==> config.mk <==
export PLATFORM = sky130hd
export DESIGN_NAME = viterbi_ctrl_flat
export DESIGN_NICKNAME = d
export VERILOG_FILES = /design/src/rtl/viterbi_ctrl_if.sv /design/src/rtl/viterbi_ctrl.sv /design/src/flat_wrapper.sv
export SDC_FILE = /design/constraint.sdc
export NUM_CORES = 1
export LEC_CHECK = 0
export CELL_PAD_IN_SITES_DETAIL_PLACEMENT = 0
export CELL_PAD_IN_SITES_GLOBAL_PLACEMENT = 1
export CORE_ASPECT_RATIO = 0.9
export CORE_UTILIZATION = 39
export CTS_CLUSTER_DIAMETER = 100
export CTS_CLUSTER_SIZE = 25
export DETAILED_ROUTE_END_ITERATION = 8
export GPL_ROUTABILITY_DRIVEN = 0
export GPL_TIMING_DRIVEN = 0
export PLACE_DENSITY_LB_ADDON = 0.1
export SLEW_MARGIN = 0
export SYNTH_ARGS = -nofsm -noshare
export SYNTH_HDL_FRONTEND = slang
export SYNTH_SLANG_ARGS = --single-unit
==> constraint.sdc <==
create_clock -name clk_i -period 4.7 [get_ports clk_i]
set_clock_uncertainty 0.1 [all_clocks]
set_input_delay 1.41 -clock clk_i [delete_from_list [all_inputs] [get_ports clk_i]]
set_output_delay 1.41 -clock clk_i [all_outputs]
set_load 0.01 [all_outputs]
==> src/rtl/viterbi_ctrl_if.sv <==
// Bus between the Viterbi frame sequencer and its neighbours (BMU/ACS on
// the input side, the bit sink on the output side).
//
// Handshake rule for both streams: a transfer happens on a rising clock
// edge where valid and ready are both high.  The symbol stream uses
// sym_valid_i/sym_ready_o and the output bit stream uses
// bit_valid_o/bit_ready_i.  The sender holds its payload stable while
// valid is high and ready is low.
interface viterbi_ctrl_if;
    logic       start_i;
    logic       sym_valid_i;
    logic       sym_ready_o;
    logic [3:0] dec_bits_i;
    logic [7:0] pm_new_s0_i;
    logic [7:0] pm_new_s1_i;
    logic [7:0] pm_new_s2_i;
    logic [7:0] pm_new_s3_i;
    logic [7:0] pm_s0_o;
    logic [7:0] pm_s1_o;
    logic [7:0] pm_s2_o;
    logic [7:0] pm_s3_o;
    logic       bit_o;
    logic       bit_valid_o;
    logic       bit_ready_i;
    logic       busy_o;
    logic       frame_done_o;
    logic [2:0] state_dbg;

    // Environment side: drives symbols/decisions, consumes bits.
    modport master (
        output start_i, sym_valid_i, dec_bits_i,
               pm_new_s0_i, pm_new_s1_i, pm_new_s2_i, pm_new_s3_i,
               bit_ready_i,
        input  sym_ready_o, pm_s0_o, pm_s1_o, pm_s2_o, pm_s3_o,
               bit_o, bit_valid_o, busy_o, frame_done_o, state_dbg
    );

    // Controller side.
    modport slave (
        input  start_i, sym_valid_i, dec_bits_i,
               pm_new_s0_i, pm_new_s1_i, pm_new_s2_i, pm_new_s3_i,
               bit_ready_i,
        output sym_ready_o, pm_s0_o, pm_s1_o, pm_s2_o, pm_s3_o,
               bit_o, bit_valid_o, busy_o, frame_done_o, state_dbg
    );
endinterface

==> src/rtl/viterbi_ctrl.sv <==
// Frame sequencer for a 4-state (K=3, rate-1/2) hard-decision Viterbi
// decoder.  Holds the path metrics fed to the ACS, records one 4-bit
// decision word per trellis step, traces back from S0 at frame end and
// streams the decoded data bits out in forward order.
//
// Trellis convention: ns = {u, p[1]}; predecessors of ns are {ns[0],0}
// and {ns[0],1}; decision bit n = 1 selects the odd predecessor.
module viterbi_ctrl #(
    parameter int FRAME_LEN   = 34,
    parameter int TAIL_LEN    = 2,
    parameter int PM_INIT     = 32,
    parameter int NORM_THRESH = 128
) (
    input  logic          clk_i,
    input  logic          rst_i,
    viterbi_ctrl_if.slave bus
);

    localparam int AW    = $clog2(FRAME_LEN);
    localparam int NDATA = FRAME_LEN - TAIL_LEN;

    localparam logic [AW-1:0] LAST_STEP = AW'(FRAME_LEN - 1);
    localparam logic [AW-1:0] LAST_BIT  = AW'(NDATA - 1);
    localparam logic [7:0]    PM_START  = 8'(PM_INIT);
    localparam logic [7:0]    THRESH    = 8'(NORM_THRESH);

    typedef enum logic [2:0] {
        S_IDLE = 3'd0,
        S_ACS  = 3'd1,
        S_TB   = 3'd2,
        S_OUT  = 3'd3,
        S_DONE = 3'd4
    } state_t;

    state_t state;
    state_t state_nxt;

    logic [AW-1:0] step_cnt;
    logic [AW-1:0] tb_idx;
    logic [AW-1:0] out_idx;
    logic [1:0]    tb_state;
    logic          tb_dec;

    // Survivor memory and decoded-bit buffer: plain storage, never reset.
    logic [3:0] mem    [FRAME_LEN];
    logic       bitbuf [FRAME_LEN];

    logic [7:0] pm     [4];
    logic [7:0] pm_new [4];
    logic [7:0] min01;
    logic [7:0] min23;
    logic [7:0] pm_min;
    logic       norm;

    logic sym_ready;
    logic bit_valid;
    logic busy;
    logic frame_done;
    logic step_acc;
    logic bit_acc;

    assign pm_new[0] = bus.pm_new_s0_i;
    assign pm_new[1] = bus.pm_new_s1_i;
    assign pm_new[2] = bus.pm_new_s2_i;
    assign pm_new[3] = bus.pm_new_s3_i;

    assign step_acc = bus.sym_valid_i & sym_ready;
    assign bit_acc  = bit_valid & bus.bit_ready_i;

    // Decision bit of the current traceback state at the current index.
    assign tb_dec = mem[tb_idx][tb_state];

    // Smallest incoming metric decides whether the whole set is rebased.
    always_comb begin
        min01  = (pm_new[0] < pm_new[1]) ? pm_new[0] : pm_new[1];
        min23  = (pm_new[2] < pm_new[3]) ? pm_new[2] : pm_new[3];
        pm_min = (min01 < min23) ? min01 : min23;
        norm   = (pm_min >= THRESH);
    end

    // FSM state register.
    always_ff @(posedge clk_i) begin
        if (rst_i) begin
            state <= S_IDLE;
        end else begin
            state <= state_nxt;
        end
    end

    // Next-state logic and state-decoded outputs.
    always_comb begin
        state_nxt  = state;
        sym_ready  = 1'b0;
        bit_valid  = 1'b0;
        busy       = 1'b1;
        frame_done = 1'b0;
        case (state)
            S_IDLE: begin
                busy = 1'b0;
                if (bus.start_i) begin
                    state_nxt = S_ACS;
                end
            end
            S_ACS: begin
                sym_ready = 1'b1;
                if (bus.sym_valid_i && (step_cnt == LAST_STEP)) begin
                    state_nxt = S_TB;
                end
            end
            S_TB: begin
                if (tb_idx == '0) begin
                    state_nxt = S_OUT;
                end
            end
            S_OUT: begin
                bit_valid = 1'b1;
                if (bus.bit_ready_i && (out_idx == LAST_BIT)) begin
                    state_nxt = S_DONE;
                end
            end
            S_DONE: begin
                frame_done = 1'b1;
                state_nxt  = S_IDLE;
            end
            default: begin
                state_nxt = S_IDLE;
            end
        endcase
    end

    // Metrics, step counter and traceback/output pointers.
    always_ff @(posedge clk_i) begin
        if (rst_i) begin
            for (int n = 0; n < 4; n++) begin
                pm[n] <= 8'd0;
            end
            step_cnt <= '0;
            tb_idx   <= '0;
            tb_state <= 2'b00;
            out_idx  <= '0;
        end else begin
            case (state)
                S_IDLE: begin
                    if (bus.start_i) begin
                        pm[0]    <= 8'd0;
                        pm[1]    <= PM_START;
                        pm[2]    <= PM_START;
                        pm[3]    <= PM_START;
                        step_cnt <= '0;
                    end
                end
                S_ACS: begin
                    if (step_acc) begin
                        for (int n = 0; n < 4; n++) begin
                            pm[n] <= norm ? (pm_new[n] - THRESH) : pm_new[n];
                        end
                        step_cnt <= step_cnt + 1'b1;
                        if (step_cnt == LAST_STEP) begin
                            tb_state <= 2'b00;
                            tb_idx   <= LAST_STEP;
                            out_idx  <= '0;
                        end
                    end
                end
                S_TB: begin
                    tb_state <= {tb_state[0], tb_dec};
                    tb_idx   <= tb_idx - 1'b1;
                end
                S_OUT: begin
                    if (bit_acc) begin
                        out_idx <= out_idx + 1'b1;
                    end
                end
                default: begin
                end
            endcase
        end
    end

    // Decision capture during ACS and decoded-bit capture during traceback.
    always_ff @(posedge clk_i) begin
        if ((state == S_ACS) && step_acc) begin
            mem[step_cnt] <= bus.dec_bits_i;
        end
        if (state == S_TB) begin
            bitbuf[tb_idx] <= tb_state[1];
        end
    end

    assign bus.sym_ready_o  = sym_ready;
    assign bus.bit_valid_o  = bit_valid;
    assign bus.bit_o        = bit_valid ? bitbuf[out_idx] : 1'b0;
    assign bus.busy_o       = busy;
    assign bus.frame_done_o = frame_done;
    assign bus.pm_s0_o      = pm[0];
    assign bus.pm_s1_o      = pm[1];
    assign bus.pm_s2_o      = pm[2];
    assign bus.pm_s3_o      = pm[3];
    assign bus.state_dbg    = state;

endmodule

==> src/flat_wrapper.sv <==
// flat-port wrapper written by rule: the top's interface ports become plain ports
module viterbi_ctrl_flat 
#(
    parameter int FRAME_LEN   = 34,
    parameter int TAIL_LEN    = 2,
    parameter int PM_INIT     = 32,
    parameter int NORM_THRESH = 128
)
  (clk_i, rst_i, bus_start_i, bus_sym_valid_i, bus_dec_bits_i, bus_pm_new_s0_i, bus_pm_new_s1_i, bus_pm_new_s2_i, bus_pm_new_s3_i, bus_bit_ready_i, bus_sym_ready_o, bus_pm_s0_o, bus_pm_s1_o, bus_pm_s2_o, bus_pm_s3_o, bus_bit_o, bus_bit_valid_o, bus_busy_o, bus_frame_done_o, bus_state_dbg);
  viterbi_ctrl_if bus_i ();
  input  logic clk_i;
  input  logic rst_i;
  input wire logic [$bits(bus_i.start_i)-1:0] bus_start_i;
  input wire logic [$bits(bus_i.sym_valid_i)-1:0] bus_sym_valid_i;
  input wire logic [$bits(bus_i.dec_bits_i)-1:0] bus_dec_bits_i;
  input wire logic [$bits(bus_i.pm_new_s0_i)-1:0] bus_pm_new_s0_i;
  input wire logic [$bits(bus_i.pm_new_s1_i)-1:0] bus_pm_new_s1_i;
  input wire logic [$bits(bus_i.pm_new_s2_i)-1:0] bus_pm_new_s2_i;
  input wire logic [$bits(bus_i.pm_new_s3_i)-1:0] bus_pm_new_s3_i;
  input wire logic [$bits(bus_i.bit_ready_i)-1:0] bus_bit_ready_i;
  output wire logic [$bits(bus_i.sym_ready_o)-1:0] bus_sym_ready_o;
  output wire logic [$bits(bus_i.pm_s0_o)-1:0] bus_pm_s0_o;
  output wire logic [$bits(bus_i.pm_s1_o)-1:0] bus_pm_s1_o;
  output wire logic [$bits(bus_i.pm_s2_o)-1:0] bus_pm_s2_o;
  output wire logic [$bits(bus_i.pm_s3_o)-1:0] bus_pm_s3_o;
  output wire logic [$bits(bus_i.bit_o)-1:0] bus_bit_o;
  output wire logic [$bits(bus_i.bit_valid_o)-1:0] bus_bit_valid_o;
  output wire logic [$bits(bus_i.busy_o)-1:0] bus_busy_o;
  output wire logic [$bits(bus_i.frame_done_o)-1:0] bus_frame_done_o;
  output wire logic [$bits(bus_i.state_dbg)-1:0] bus_state_dbg;
  assign bus_i.start_i = bus_start_i;
  assign bus_i.sym_valid_i = bus_sym_valid_i;
  assign bus_i.dec_bits_i = bus_dec_bits_i;
  assign bus_i.pm_new_s0_i = bus_pm_new_s0_i;
  assign bus_i.pm_new_s1_i = bus_pm_new_s1_i;
  assign bus_i.pm_new_s2_i = bus_pm_new_s2_i;
  assign bus_i.pm_new_s3_i = bus_pm_new_s3_i;
  assign bus_i.bit_ready_i = bus_bit_ready_i;
  assign bus_sym_ready_o = bus_i.sym_ready_o;
  assign bus_pm_s0_o = bus_i.pm_s0_o;
  assign bus_pm_s1_o = bus_i.pm_s1_o;
  assign bus_pm_s2_o = bus_i.pm_s2_o;
  assign bus_pm_s3_o = bus_i.pm_s3_o;
  assign bus_bit_o = bus_i.bit_o;
  assign bus_bit_valid_o = bus_i.bit_valid_o;
  assign bus_busy_o = bus_i.busy_o;
  assign bus_frame_done_o = bus_i.frame_done_o;
  assign bus_state_dbg = bus_i.state_dbg;
  viterbi_ctrl #(.FRAME_LEN(FRAME_LEN), .TAIL_LEN(TAIL_LEN), .PM_INIT(PM_INIT), .NORM_THRESH(NORM_THRESH)) u_core (.clk_i(clk_i), .rst_i(rst_i), .bus(bus_i));
endmodule
==> results of run 1 <==
## how the worst max path moves through the flow
stage / depth (start not counted) / from / end / slack [ps]
after detailed placement: 15 / bus_pm_new_s1_i[7] / u_core.pm[0][7] / -750
after global routing: 15 / bus_pm_new_s1_i[4] / u_core.pm[0][7] / -10
after global placement: 15 / bus_pm_new_s1_i[7] / u_core.pm[3][7] / -700
after floorplan: 14 / bus_pm_new_s1_i[7] / u_core.pm[0][7] / 170
final: 6 / register / bus_bit_o / 100
after CTS: 16 / bus_pm_new_s1_i[5] / u_core.pm[0][7] / 30
## power groups by stage
stage	Sequential [W]	Clock [W]	Combinational, W
4_1_cts	0.00229	0.00121	0.000314
6_report	0.00229	0.00117	0.000357
5_1_grt	0.00230	0.00127	0.000389
3_5_place_dp	0.00234	0	0.000300
3_3_place_gp	0.00234	0	0.000295
2_1_floorplan	0.00235	0	0.000148
## per-layer routing
metal  share of wire  vias to the layer above
met2            0.47                      117
met1            0.46                     3007
met5               0                        -
met4           0.015                        0
li1                -                     2870
met3           0.051                       20
## repair_timing
action / CTS / global route
resized for setup: 5 / 21
setup buffers: 4 / 5
pin swaps: 5 / 9
setup endpoints to repair: 5 / 4
## cell usage in the layout, fill, tap and decap left out, types with 6 or more instances in the layout
master and instances:
nor2_1 119, clkbuf_1 27, buf_1 7, and2_1 13, clkdlybuf4s50_1 78, mux2i_1 17, nand2_1 47, xor2_1 8
xnor2_1 7, a21oi_1 21, nand3b_1 6, nor3_1 6, clkbuf_16 13, nand4_1 10, ha_1 21, mux4_2 44
edfxtp_1 194, dfxtp_1 42, mux2_2 10, nand3_1 10, buf_4 10, inv_1 19
## worst min-delay path: stages, from the launching register on
cell	delay (ps)
dfxtp_1	330
nand2_1	50
a21oi_1	50
## area by class of cell
class,count,area [um^2]
plain buffers,34,148.9
clock buffers,19,347.8
clock inverters,1,16.27
fillers,2211,13440
inverters,19,71.32
multi-input cells,422,3496
flip-flops and latches,237,6688
well taps,342,427.9
repair buffers,90,895.9
## state kept, by name (all words and copies together), names as in the netlist, named ones only
| register | flops |
|---|---|
| u_core.mem | 136 |
| u_core.bitbuf | 34 |
| u_core.pm | 32 |
| u_core.out_idx | 6 |
| u_core.step_cnt | 6 |
| u_core.tb_idx | 6 |
| u_core.bus.state_dbg | 3 |
| u_core.tb_state | 2 |
## cell families after synthesis
family,share of synthesized area
compound gates,0.04369
mux,0.1273
flops,0.6504
xor+xnor,0.01278
simple gates,0.1137
fa+ha+maj,0.03042
buf+inv,0.02178
## through the flow
step / hold WS (ps) / util / power [W] / cell area, um^2
6_report: 373.6 / 0.4736 / 0.003820 / 12090
3_3_place_gp: 356.9 / 0.4508 / 0.002636 / 11510
4_1_cts: 371.7 / 0.4666 / 0.003820 / 11910
2_1_floorplan: 345.3 / - / 0.002498 / 10280
3_5_place_dp: 352.1 / 0.4508 / 0.002641 / 11510
5_1_grt: 391.1 / 0.4736 / 0.003954 / 12090
==> flow_summary.ini, run 1 <==
[worst_setup_path]
crit_buf_inv = 2
ff2ff_path_depth = 7
r2r_start = u_core.bus.state_dbg[0]
worstPathRequired_ps = 3190
crit_path_frequent_cell = mux4_2
arrival_ps = 3090
crit_path_end_kind = output port
r2r_slack_ps = 1390
crit_type = reg2out
max_stage_delay_ps = 490
cp_max_fo = 8
critical_path.cell_chain = clkbuf_1 > mux4_2 > mux4_2 > mux2_2 > o211a_1 > clkdlybuf4s50_1
critPathTopFamily = multiplexers
critPathSlowestCell = mux4_2
r2r-end = u_core.mem[19][0]
cp-start-kind = register

[flow_run]
cap_violations = 0

[global_route]
grt_pass1_vias = 6117
use_met2 = 0.2867
antenna_found_initial = 0
use_met1 = 0.2435
grt_usage = 0.1745
grt_util_met3 = 0.02997
gr-total-overflow = 0
grt_start_max_net_pins = 40
top_usage_layer = met2
grt_pass1_wl_mm = 35.74

[cells_and_area]
nNetsFinal = 883
final_cells = 1164
drive_gt1_frac = 0.1399
diodes = 0
areaGrowthSynthToFinish_pct = 17.61

[timing]
period_share = 0.9784
tns_ps = 0
max_slew.worst_pin.slew_ps = 1297
hold_viol = 0
max_freq_ghz = 0.2175
setup_slack_ps = 101.6
worst_slew_margin_rel = 0.1326
setup_viol = 0
finalMaxSlewViolations = 0
fin_crit_ps = 4598

[synthesis]
yosys-top-cells-area = edfxtp_1 (57%), mux4_2 (9.6%), dfxtp_1 (8.4%)
synthCells = 713
yosysMostFrequentCell = edfxtp_1
async_flop_share = 0
yosysTopAreaCell = edfxtp_1
synth_cell_types = 56
synth.top_cell.area_share = 0.5666
avgSynthCellArea_um2 = 14.42
synth_seq_cells = 237
synth_commonest_cells = edfxtp_1 (194), nor2_1 (119), nand2_1 (48)
synth.net_count = 779
synth_ff_type = edfxtp_1
synth_warnings = 0
syn_area_um2 = 10280
synth.yosys.seq_area_share = 0.6504
synth_edf_count = 194

[power_and_ir_drop]
p_switching_w = 0.0008345
clkPwrFrac = 0.306
intPower_w = 0.002986
power.density_nw_per_um2 = 315.9
comb_power_share = 0.093
swShare = 0.2185
ir_drop_uv = 212.4
seqPwrFrac = 0.600
leakagePower_nw = 3.904

[routing]
drtIter0Drc = 411
drc = 0
wl_per_cell_um = 20.03
avgViaCountPerCell = 5.167
first_pass_iters = 5
vias = 6014
ant_nets = 0
wl_mm = 23.31

[worst_hold_path]
hold_depth = 2
min_to = u_core.pm[2][6]
min_path_type = reg2reg
min_from = u_core.pm[2][6]

[die]
fp.dieW_um = 173.1
start_util = 0.4027
rows = 55
die_h_um = 156.0
io_pins = 81
die_area_um2 = 27020
coreArea_um2 = 25530

[clocking]
clock-sinks = 237
cts_buffer_depth = 3
hold_buffers = 0
path_clk_slew_ps = 90
cts.htree.levels = 1
numCtsBuffers = 13
cts_tree = yes
clk_root_buffer_cell = clkbuf_16
clk_latency_ps = 490

[placement]
portBuffers = 80
dp_worst_setup_slack_ps = -752.0
placedCellCount = 1135
hpwlAfterDp_mm = 16.64

[outcome]
outcome = finished, final reports clean
(Power assumes the default switching activity.)
==> run 2, diff against run 1 <==
--- a/config.mk
+++ b/config.mk
@@ -15,6 +15,7 @@
 export GPL_ROUTABILITY_DRIVEN = 0
 export GPL_TIMING_DRIVEN = 0
 export PLACE_DENSITY_LB_ADDON = 0.1
+export SKIP_CTS_REPAIR_TIMING = 1
 export SLEW_MARGIN = 0
 export SYNTH_ARGS = -nofsm -noshare
 export SYNTH_HDL_FRONTEND = slang
==> flow_summary.ini, run 2 (synthesis gave the netlist of run 1 again) <==
[worst_setup_path]
critPathSlowestCell = clkdlybuf4s50_1
crit_buf_inv = 4
worstPathRequired_ps = 4850
critPathTopFamily = compound AO/OA/AOI/OAI gates
crit_path_end_kind = register
max_stage_delay_ps = 480
critical_path.cell_chain = clkdlybuf4s50_1 > inv_1 > ha_1 > o21a_1 > nor2_1 > o31ai_4 > buf_6 > buf_4 > mux2_2 > ha_1 > and4_1 > a21oi_2 > o32ai_4 > a211oi_4 > xnor2_1 > nor2_1
cp_max_fo = 4
arrival_ps = 4760
cp-start-kind = primary input
crit_type = in2reg

[clocking]
clk_root_buffer_cell = clkbuf_16
cts.htree.levels = 1
numCtsBuffers = 13
cts_buffer_depth = 3
clk_latency_ps = 490
cts_tree = yes
path_clk_slew_ps = 110
clock-sinks = 237

[routing]
wl_met1_mm = 10.86
drc = 0
vias = 6017
dr.max_layer_used = met4
avgViaCountPerCell = 5.156
first_pass_iters = 5
ant_nets = 0
drtIter0Drc = 461
wl_met2_mm = 11.02
wl_per_cell_um = 19.99
wl_mm = 23.32
wl_met3_mm = 1.108

[outcome]
outcome = finished, final reports clean

[cells_and_area]
finish.instance_area_um2 = 12090
nNetsFinal = 886
areaGrowthSynthToFinish_pct = 17.61
fill_cells = 2203
mostFrequentLayoutCell = edfxtp_1
drive_gt1_frac = 0.1382
layout_common_cells = edfxtp_1 (194), nor2_1 (119), clkdlybuf4s50_1 (77)
regArea_um2 = 6688
largest_reg_flops = 136
multi_input_area_um2 = 3475
diodes = 0
largestRegisters = u_core.mem: 136 flops, u_core.bitbuf: 34 flops, u_core.pm: 32 flops
top_register = u_core.mem
final_cells = 1167

[power_and_ir_drop]
ir_drop_uv = 215.6
power.density_nw_per_um2 = 315.9
leakagePower_nw = 3.929

[timing]
setup_viol = 0
max_slew.worst_pin.slew_ps = 1308
period_share = 0.9817
hold_viol = 0
worst_slew_margin_rel = 0.1250
finalMaxSlewViolations = 0
max_freq_ghz = 0.2167
fin_crit_ps = 4614

[die]
die_h_um = 156.0
start_util = 0.4027
rows = 55
fp.dieW_um = 173.1
coreArea_um2 = 25530
die_area_um2 = 27020
io_pins = 81

[global_route]
grt_start_max_net_pins = 40
grt_usage = 0.1741
antenna_found_initial = 0
gr-total-overflow = 0
grt_pass1_wl_mm = 35.65
grt_pass1_vias = 6086

[worst_hold_path]
min_path_type = reg2reg

[placement]
placedCellCount = 1135
place_area_um2 = 11510
portBuffers = 80
hpwlAfterDp_mm = 16.64

[flow_run]
cap_violations = 0
run 2: where the power goes:
group / internal [W] / switching, W / total (W)
clock network: 0.000526 / 0.000650 / 0.00118
registers: 0.00229 / 0.00000739 / 0.00229
logic: 0.000174 / 0.000178 / 0.000352
run 2: worst paths after layout:
check | slack (ps) | start | depth (start not counted) | to
max | 90 | bus_pm_new_s1_i[2] | 16 | u_core.pm[0][7]
min | 370 | u_core.pm[2][6] | 2 | u_core.pm[2][6]
max reg2reg | 1370 | u_core.bus.state_dbg[0] | 7 | u_core.mem[19][1]
min reg2reg | 370 | u_core.pm[2][6] | 2 | u_core.pm[2][6]
run 2: tightest hold or removal path, delay by kind of cell (launching register included):
family | cells | cell delay (ps)
flops | 1 | 330
simple gates | 1 | 50
compound gates | 1 | 50
run 2: per-stage QoR:
stage	hold WS [ps]	utilization	total power, W	TNS (ps)	setup WS [ps]
6_report	373.7	0.4736	0.003820	0	86.10
2_1_floorplan	345.3	-	0.002498	0	170.4
3_3_place_gp	356.9	0.4508	0.002636	-2785	-702.7
3_5_place_dp	352.1	0.4508	0.002641	-2937	-752.0
5_1_grt	391.1	0.4736	0.003948	-95.08	-30.96
4_1_cts	371.7	0.4651	0.003809	-1164	-345.4
run 2: cell type report:
type,instances,share of cell area
Sequential cell,237,0.5531
Multi-Input combinational cell,422,0.2874
Timing Repair Buffer,93,0.07585
Tap cell,342,0.03539
Clock buffer,19,0.02877
Buffer,34,0.01231
Inverter,19,0.005898
Clock inverter,1,0.001345
run 2: metal layers:
metal | vias up | track usage
li1 | 2873 | -
met1 | 2995 | 0.2443
met2 | 129 | 0.2846
met3 | 20 | 0.02997
met4 | 0 | 0.03708
met5 | - | 0
